**config.mk**
```make
export PLATFORM = sky130hd
export DESIGN_NAME = mcht_tx_feeder
export DESIGN_NICKNAME = d
export VERILOG_FILES = /design/src/rtl/mcht_pkg.sv /design/src/rtl/mcht_sync_fifo.sv /design/src/rtl/mcht_tx_feeder.sv
export SDC_FILE = /design/constraint.sdc
export NUM_CORES = 1
export LEC_CHECK = 0
export BUFFER_PORTS_ARGS = -buffer_cell sky130_fd_sc_hd__buf_2
export CAP_MARGIN = 0
export CORE_UTILIZATION = 50
export DETAILED_ROUTE_END_ITERATION = 10
export PLACE_DENSITY = 0.81
export SYNTH_ARGS = -nofsm -noshare
export SYNTH_HDL_FRONTEND = slang
export SYNTH_SLANG_ARGS = --single-unit
```
**constraint.sdc**
```tcl
create_clock -name clk -period 2.92 [get_ports clk]
set_input_delay 0.292 -clock clk [delete_from_list [all_inputs] [get_ports clk]]
set_output_delay 0.292 -clock clk [all_outputs]
set_load 0.005 [all_outputs]
```
**src/rtl/mcht_pkg.sv**
```systemverilog
// Shared types and constants for the Manchester transceiver host-side stages.
package mcht_pkg;

  localparam int MSG_LEN = 8;

  typedef logic [MSG_LEN-1:0] mcht_msg_t;

  typedef logic [1:0] mcht_state_t;

  localparam mcht_state_t ST_IDLE = 2'd0;
  localparam mcht_state_t ST_SEND = 2'd1;
  localparam mcht_state_t ST_WAIT = 2'd2;
  localparam mcht_state_t ST_GAP  = 2'd3;

endpackage

```
**src/rtl/mcht_sync_fifo.sv**
```systemverilog
// Small synchronous FIFO with occupancy count; shared by the tx feeder and rx buffer.
module mcht_sync_fifo
  import mcht_pkg::*;
#(
  parameter int WIDTH = MSG_LEN,
  parameter int DEPTH = 4
) (
  input  logic                     clk,
  input  logic                     rst_n,
  input  logic                     push,
  input  logic                     pop,
  input  logic [WIDTH-1:0]         din,
  output logic [WIDTH-1:0]         dout,
  output logic [$clog2(DEPTH):0]   level,
  output logic                     full,
  output logic                     empty
);

  localparam int AW = $clog2(DEPTH);
  localparam int LW = AW + 1;

  logic [WIDTH-1:0] mem_q [DEPTH];
  logic [WIDTH-1:0] mem_d [DEPTH];
  logic [AW-1:0]    wr_ptr_q, wr_ptr_d;
  logic [AW-1:0]    rd_ptr_q, rd_ptr_d;
  logic [LW-1:0]    level_q, level_d;
  logic             do_push, do_pop;

  assign full    = (level_q == LW'(DEPTH));
  assign empty   = (level_q == '0);
  assign do_push = push & ~full;
  assign do_pop  = pop & ~empty;
  assign dout    = mem_q[rd_ptr_q];
  assign level   = level_q;

  // DEPTH is a power of two, so the pointers wrap by plain overflow.
  always_comb begin
    mem_d    = mem_q;
    wr_ptr_d = wr_ptr_q;
    rd_ptr_d = rd_ptr_q;
    level_d  = level_q;
    if (do_push) begin
      mem_d[wr_ptr_q] = din;
      wr_ptr_d        = wr_ptr_q + AW'(1);
    end
    if (do_pop) begin
      rd_ptr_d = rd_ptr_q + AW'(1);
    end
    case ({do_push, do_pop})
      2'b10:   level_d = level_q + LW'(1);
      2'b01:   level_d = level_q - LW'(1);
      default: level_d = level_q;
    endcase
  end

  always_ff @(posedge clk or negedge rst_n) begin
    if (!rst_n) begin
      for (int i = 0; i < DEPTH; i++) begin
        mem_q[i] <= '0;
      end
      wr_ptr_q <= '0;
      rd_ptr_q <= '0;
      level_q  <= '0;
    end else begin
      mem_q    <= mem_d;
      wr_ptr_q <= wr_ptr_d;
      rd_ptr_q <= rd_ptr_d;
      level_q  <= level_d;
    end
  end

endmodule

```
**src/rtl/mcht_tx_feeder.sv**
```systemverilog
// Buffers host messages and issues them one frame at a time to the Manchester transmitter,
// with an inter-frame gap, a halt input and a lost-TX_DNE timeout.
module mcht_tx_feeder
  import mcht_pkg::*;
#(
  parameter int pMSG_LEN = MSG_LEN,
  parameter int pDEPTH   = 4,
  parameter int pGAP     = 2,
  parameter int pTMO     = 255
) (
  input  logic                      clk,
  input  logic                      rst_n,
  input  logic                      halt,
  input  logic                      in_vld,
  input  logic [pMSG_LEN-1:0]       in_msg,
  output logic                      in_rdy,
  output logic                      tx_vld,
  output logic [pMSG_LEN-1:0]       tx_msg,
  input  logic                      tx_dne,
  output logic [$clog2(pDEPTH):0]   level,
  output logic                      busy,
  output logic [7:0]                frm_cnt,
  output logic                      tmo_err,
  input  logic                      clr_err
);

  localparam int TW = $clog2(pTMO + 1);
  localparam int GW = $clog2(pGAP + 1);

  mcht_state_t         state_q, state_d;
  logic                tx_vld_q, tx_vld_d;
  logic [pMSG_LEN-1:0] tx_msg_q, tx_msg_d;
  logic [TW-1:0]       tmo_cnt_q, tmo_cnt_d;
  logic [GW-1:0]       gap_cnt_q, gap_cnt_d;
  logic [7:0]          frm_cnt_q, frm_cnt_d;
  logic                tmo_err_q, tmo_err_d;
  logic                tmo_set;
  logic                start;
  logic                fifo_full, fifo_empty;
  logic [pMSG_LEN-1:0] fifo_dout;

  mcht_sync_fifo #(
    .WIDTH (pMSG_LEN),
    .DEPTH (pDEPTH)
  ) u_fifo (
    .clk   (clk),
    .rst_n (rst_n),
    .push  (in_vld & ~fifo_full),
    .pop   (start),
    .din   (in_msg),
    .dout  (fifo_dout),
    .level (level),
    .full  (fifo_full),
    .empty (fifo_empty)
  );

  assign start = (state_q == ST_IDLE) & ~fifo_empty & ~halt;

  // tx_dne is checked before the timeout so a completion on the last WAIT cycle still counts.
  always_comb begin
    state_d   = state_q;
    tx_vld_d  = 1'b0;
    tx_msg_d  = tx_msg_q;
    tmo_cnt_d = tmo_cnt_q;
    gap_cnt_d = gap_cnt_q;
    frm_cnt_d = frm_cnt_q;
    tmo_set   = 1'b0;
    case (state_q)
      ST_IDLE: begin
        if (start) begin
          state_d  = ST_SEND;
          tx_vld_d = 1'b1;
          tx_msg_d = fifo_dout;
        end
      end
      ST_SEND: begin
        state_d   = ST_WAIT;
        tmo_cnt_d = '0;
      end
      ST_WAIT: begin
        if (tx_dne) begin
          state_d   = ST_GAP;
          gap_cnt_d = '0;
          frm_cnt_d = frm_cnt_q + 8'd1;
        end else if (tmo_cnt_q == TW'(pTMO - 1)) begin
          state_d   = ST_GAP;
          gap_cnt_d = '0;
          tmo_set   = 1'b1;
        end else begin
          tmo_cnt_d = tmo_cnt_q + TW'(1);
        end
      end
      ST_GAP: begin
        if (gap_cnt_q == GW'(pGAP - 1)) begin
          state_d = ST_IDLE;
        end else begin
          gap_cnt_d = gap_cnt_q + GW'(1);
        end
      end
      default: state_d = ST_IDLE;
    endcase
    tmo_err_d = tmo_set | (tmo_err_q & ~clr_err);
  end

  always_ff @(posedge clk or negedge rst_n) begin
    if (!rst_n) begin
      state_q   <= ST_IDLE;
      tx_vld_q  <= 1'b0;
      tx_msg_q  <= '0;
      tmo_cnt_q <= '0;
      gap_cnt_q <= '0;
      frm_cnt_q <= '0;
      tmo_err_q <= 1'b0;
    end else begin
      state_q   <= state_d;
      tx_vld_q  <= tx_vld_d;
      tx_msg_q  <= tx_msg_d;
      tmo_cnt_q <= tmo_cnt_d;
      gap_cnt_q <= gap_cnt_d;
      frm_cnt_q <= frm_cnt_d;
      tmo_err_q <= tmo_err_d;
    end
  end

  assign in_rdy  = ~fifo_full;
  assign tx_vld  = tx_vld_q;
  assign tx_msg  = tx_msg_q;
  assign busy    = (state_q != ST_IDLE);
  assign frm_cnt = frm_cnt_q;
  assign tmo_err = tmo_err_q;

endmodule
```
==> impl_metrics.yaml <==
clock_network:
  cts_resized: 0
  hold_buffers: 0
  cts_buffers: 9
  cts_tree: "built"
  post_cts_buffers: 0
  cts_root_buffer: "clkbuf_8"
  htree_levels: 3
  path_clk_slew_ns: 0.08
  clock_latency_ns: 0.34
  cts_max_path_buffers: 2
  cts_num_sinks: 69
logic_synthesis:
  syn-instance-count: 237
  synth_area_mm2: 0.00320
  synth-seq-cells: 69
  netlist.top_cell.by_area: "dfrtp_1"
  synth.top_cells.by_area: "dfrtp_1 54%, mux2_2 15%, mux4_2 5.6%"
  netlist-cell-type-count: 38
  synth_nets: 266
  yosys.area.top_type_share_pct: 54.0
  synth_area_per_cell_um2: 13.5
  yosysWarningCount: 0
  synth_seq_area_share_pct: 54.0
placement:
  hpwl_mm: 3.74
  dp.cells: 345
  post-place-ws_ns: 0.725
  io_buffers: 36
  gp_congestion: 0.764
grt:
  grt_pass1_vias: 1964
  globalRouteOverflowTotal: 0
  grt_first_pass_wirelength_mm: 8.87
  grt_max_degree: 70
  antenna_found_initial: 0
  grt_util_all_layers_pct: 18.2
timing:
  setup_violations: 0
  hold_viol: 0
  period_needed_ns: 2.18
  fmax_mhz: 459
  worst_slack_ns: 0.742
  tns_ns: 0
  period_share_pct: 74.6
  maxSlewHeadroom_pct: 43.6
  slew_violations: 0
  rsz0062_at_grt: "false"
  skew_ns: 0.00551
  tightest_slew_ns: 0.846
outcome:
  status: "finished clean"
pwr:
  power.share.clock_pct: 20.6
  power.share.switching_pct: 32.4
  report.power.total_mw: 3.84
  seqPwrFrac_pct: 43.8
  intPower_mw: 2.60
  power.density_mw_per_mm2: 1050
  p_sw_mw: 1.24
  ir_worst_vdd_uv: 597
  combPwrFrac_pct: 35.6
  power.leakage_nw: 1.69
layout:
  final_common_cell: "dfrtp_1"
  syn_to_final_growth_pct: 14.9
  final_nets: 310
  fin_cells: 361
  final_util_pct: 60.6
  seqCellArea_mm2: 0.00173
  drive_gt1_share_pct: 39.2
  final_cell_mix: "69 x dfrtp_1, 42 x mux2_2, 36 x buf_2, 14 x ha_1, 13 x inv_1"
  diodes: 0
  multi_input_area_mm2: 0.00140
  final.fill_count: 495
setup_path:
  r2r_start: "state_q[0]$_DFFE_PN0P_"
  reg2reg_depth: 10
  worstSetupStartpointType: "flop"
  crit_path_end_kind: "flop"
  reg2reg_setup_slack_ns: 0.74
  critPathArrivalTime_ns: 2.44
  required_ns: 3.19
  criticalPathCategory: "flop to flop"
  critPathLaunch: "state_q[0]$_DFFE_PN0P_"
  worstPathMaxFanout: 4
  reg2reg_to: "u_fifo.level[2]$_DFFE_PN0P_"
worst_hold_path:
  hold_class: "input pin to asynchronous set/reset pin"
drt:
  firstDrtPassIters: 4
  antenna_left: 0
  drc: 0
  drt-vias-per-instance: 5.47
  drt-initial-drc-count: 86
  wl_mm: 5.34
  wl_per_cell_um: 14.8
  via_count: 1973
die:
  start_util_pct: 52.8
  core_area_mm2: 0.00606
  die_x_um: 82.0
  ios: 37
  num_rows: 28
  die-area_mm2: 0.00672
  fp.dieH_um: 82.0
run:
  maxCapViolCount: 0
worst max-delay path, cell delays in order, from the launching register on:
cell and delay (ns):
dfrtp_1 0.40, inv_1 0.12, ha_1 0.18, inv_1 0.07, nor3_1 0.25, ha_1 0.23, inv_1 0.06, fa_1 0.37
xor2_1 0.15, nor2_1 0.11, xor2_1 0.16
flip-flops by register name, indices dropped and copies added (netlist names), 3 cells and up:
signal / count
frm_cnt: 8
tmo_cnt_q: 8
tx_msg: 8
u_fifo.level: 3
u_fifo.mem_q: 32
cell usage after synthesis, drive strengths merged:
| cell type | number |
|---|---|
| fa | 1 |
| a211o | 1 |
| or2 | 1 |
| nand4 | 5 |
| and4 | 1 |
| clkbuf | 3 |
| and3 | 3 |
| mux4 | 8 |
| nor3b | 1 |
| inv | 13 |
| a21boi | 1 |
| o31a | 1 |
| mux2i | 4 |
| nand3 | 6 |
| mux2 | 42 |
| ha | 14 |
| and2 | 1 |
| nor3 | 3 |
| a2bb2oi | 1 |
| dfrtp | 69 |
| o211ai | 2 |
| nor2 | 5 |
| o31ai | 2 |
| xor2 | 4 |
| a21oi | 1 |
| o32ai | 1 |
| xnor2 | 9 |
| and2b | 1 |
| a22o | 2 |
| nand2b | 3 |
| nand2 | 15 |
| o21ai | 9 |
| buf | 2 |
| o21a | 2 |
metrics by stage:
| stage | area (µm²) | hold slack, ns |
|---|---|---|
| after global routing | 3670 | 0.131 |
| after floorplan | 3200 | -0.00359 |
| after detailed placement | 3470 | 0.466 |
| final | 3670 | 0.123 |
| after CTS | 3670 | 0.116 |
| after global placement | 3470 | 0.457 |
how the worst max path moves through the flow:
stage / to / depth (start not counted)
floorplan: u_fifo.level[2]$_DFFE_PN0P_ / 11
global placement: u_fifo.level[2]$_DFFE_PN0P_ / 10
detailed placement: u_fifo.level[2]$_DFFE_PN0P_ / 10
CTS: u_fifo.level[2]$_DFFE_PN0P_ / 10
global route: u_fifo.level[2]$_DFFE_PN0P_ / 10
finish: u_fifo.level[2]$_DFFE_PN0P_ / 10
kinds of logic (layout without fill, tap and decap cells):
kind of cell / after synthesis / after routing / synth area share, %
AO/OA/AOI/OAI: 23 / 23 / 5.08
adder cells (fa/ha/maj): 15 / 15 / 6.10
XOR/XNOR: 13 / 13 / 3.56
buffers and inverters: 18 / 67 / 2.23
flip-flops: 69 / 69 / 54.0
multiplexers: 54 / 54 / 21.7
AND/OR/NAND/NOR: 45 / 45 / 7.39
layout make-up:
type | count | area share [%]
Inverter | 13 | 1.33
Timing Repair Buffer | 38 | 5.31
Clock buffer | 10 | 3.75
Multi-Input combinational cell | 150 | 38.1
Clock inverter | 6 | 1.94
Sequential cell | 69 | 47.0
Tap cell | 75 | 2.55
power groups by stage:
stage	Combinational, mW	Sequential [mW]	Clock, mW
3_3_place_gp	1.33	1.68	0
3_5_place_dp	1.39	1.71	0
5_1_grt	1.53	1.75	0.858
2_1_floorplan	1.10	1.59	0
6_report	1.37	1.68	0.790
4_1_cts	1.39	1.69	0.816
per-layer routing:
layer,share of wire (%),vias to the layer above,GRT usage (%)
met5,0,-,0
li1,-,938,-
met3,3.4,10,3.78
met1,43,988,20.8
met2,52,37,32.1
met4,2.1,0,9.47
Power figures use the tool's default switching activity.
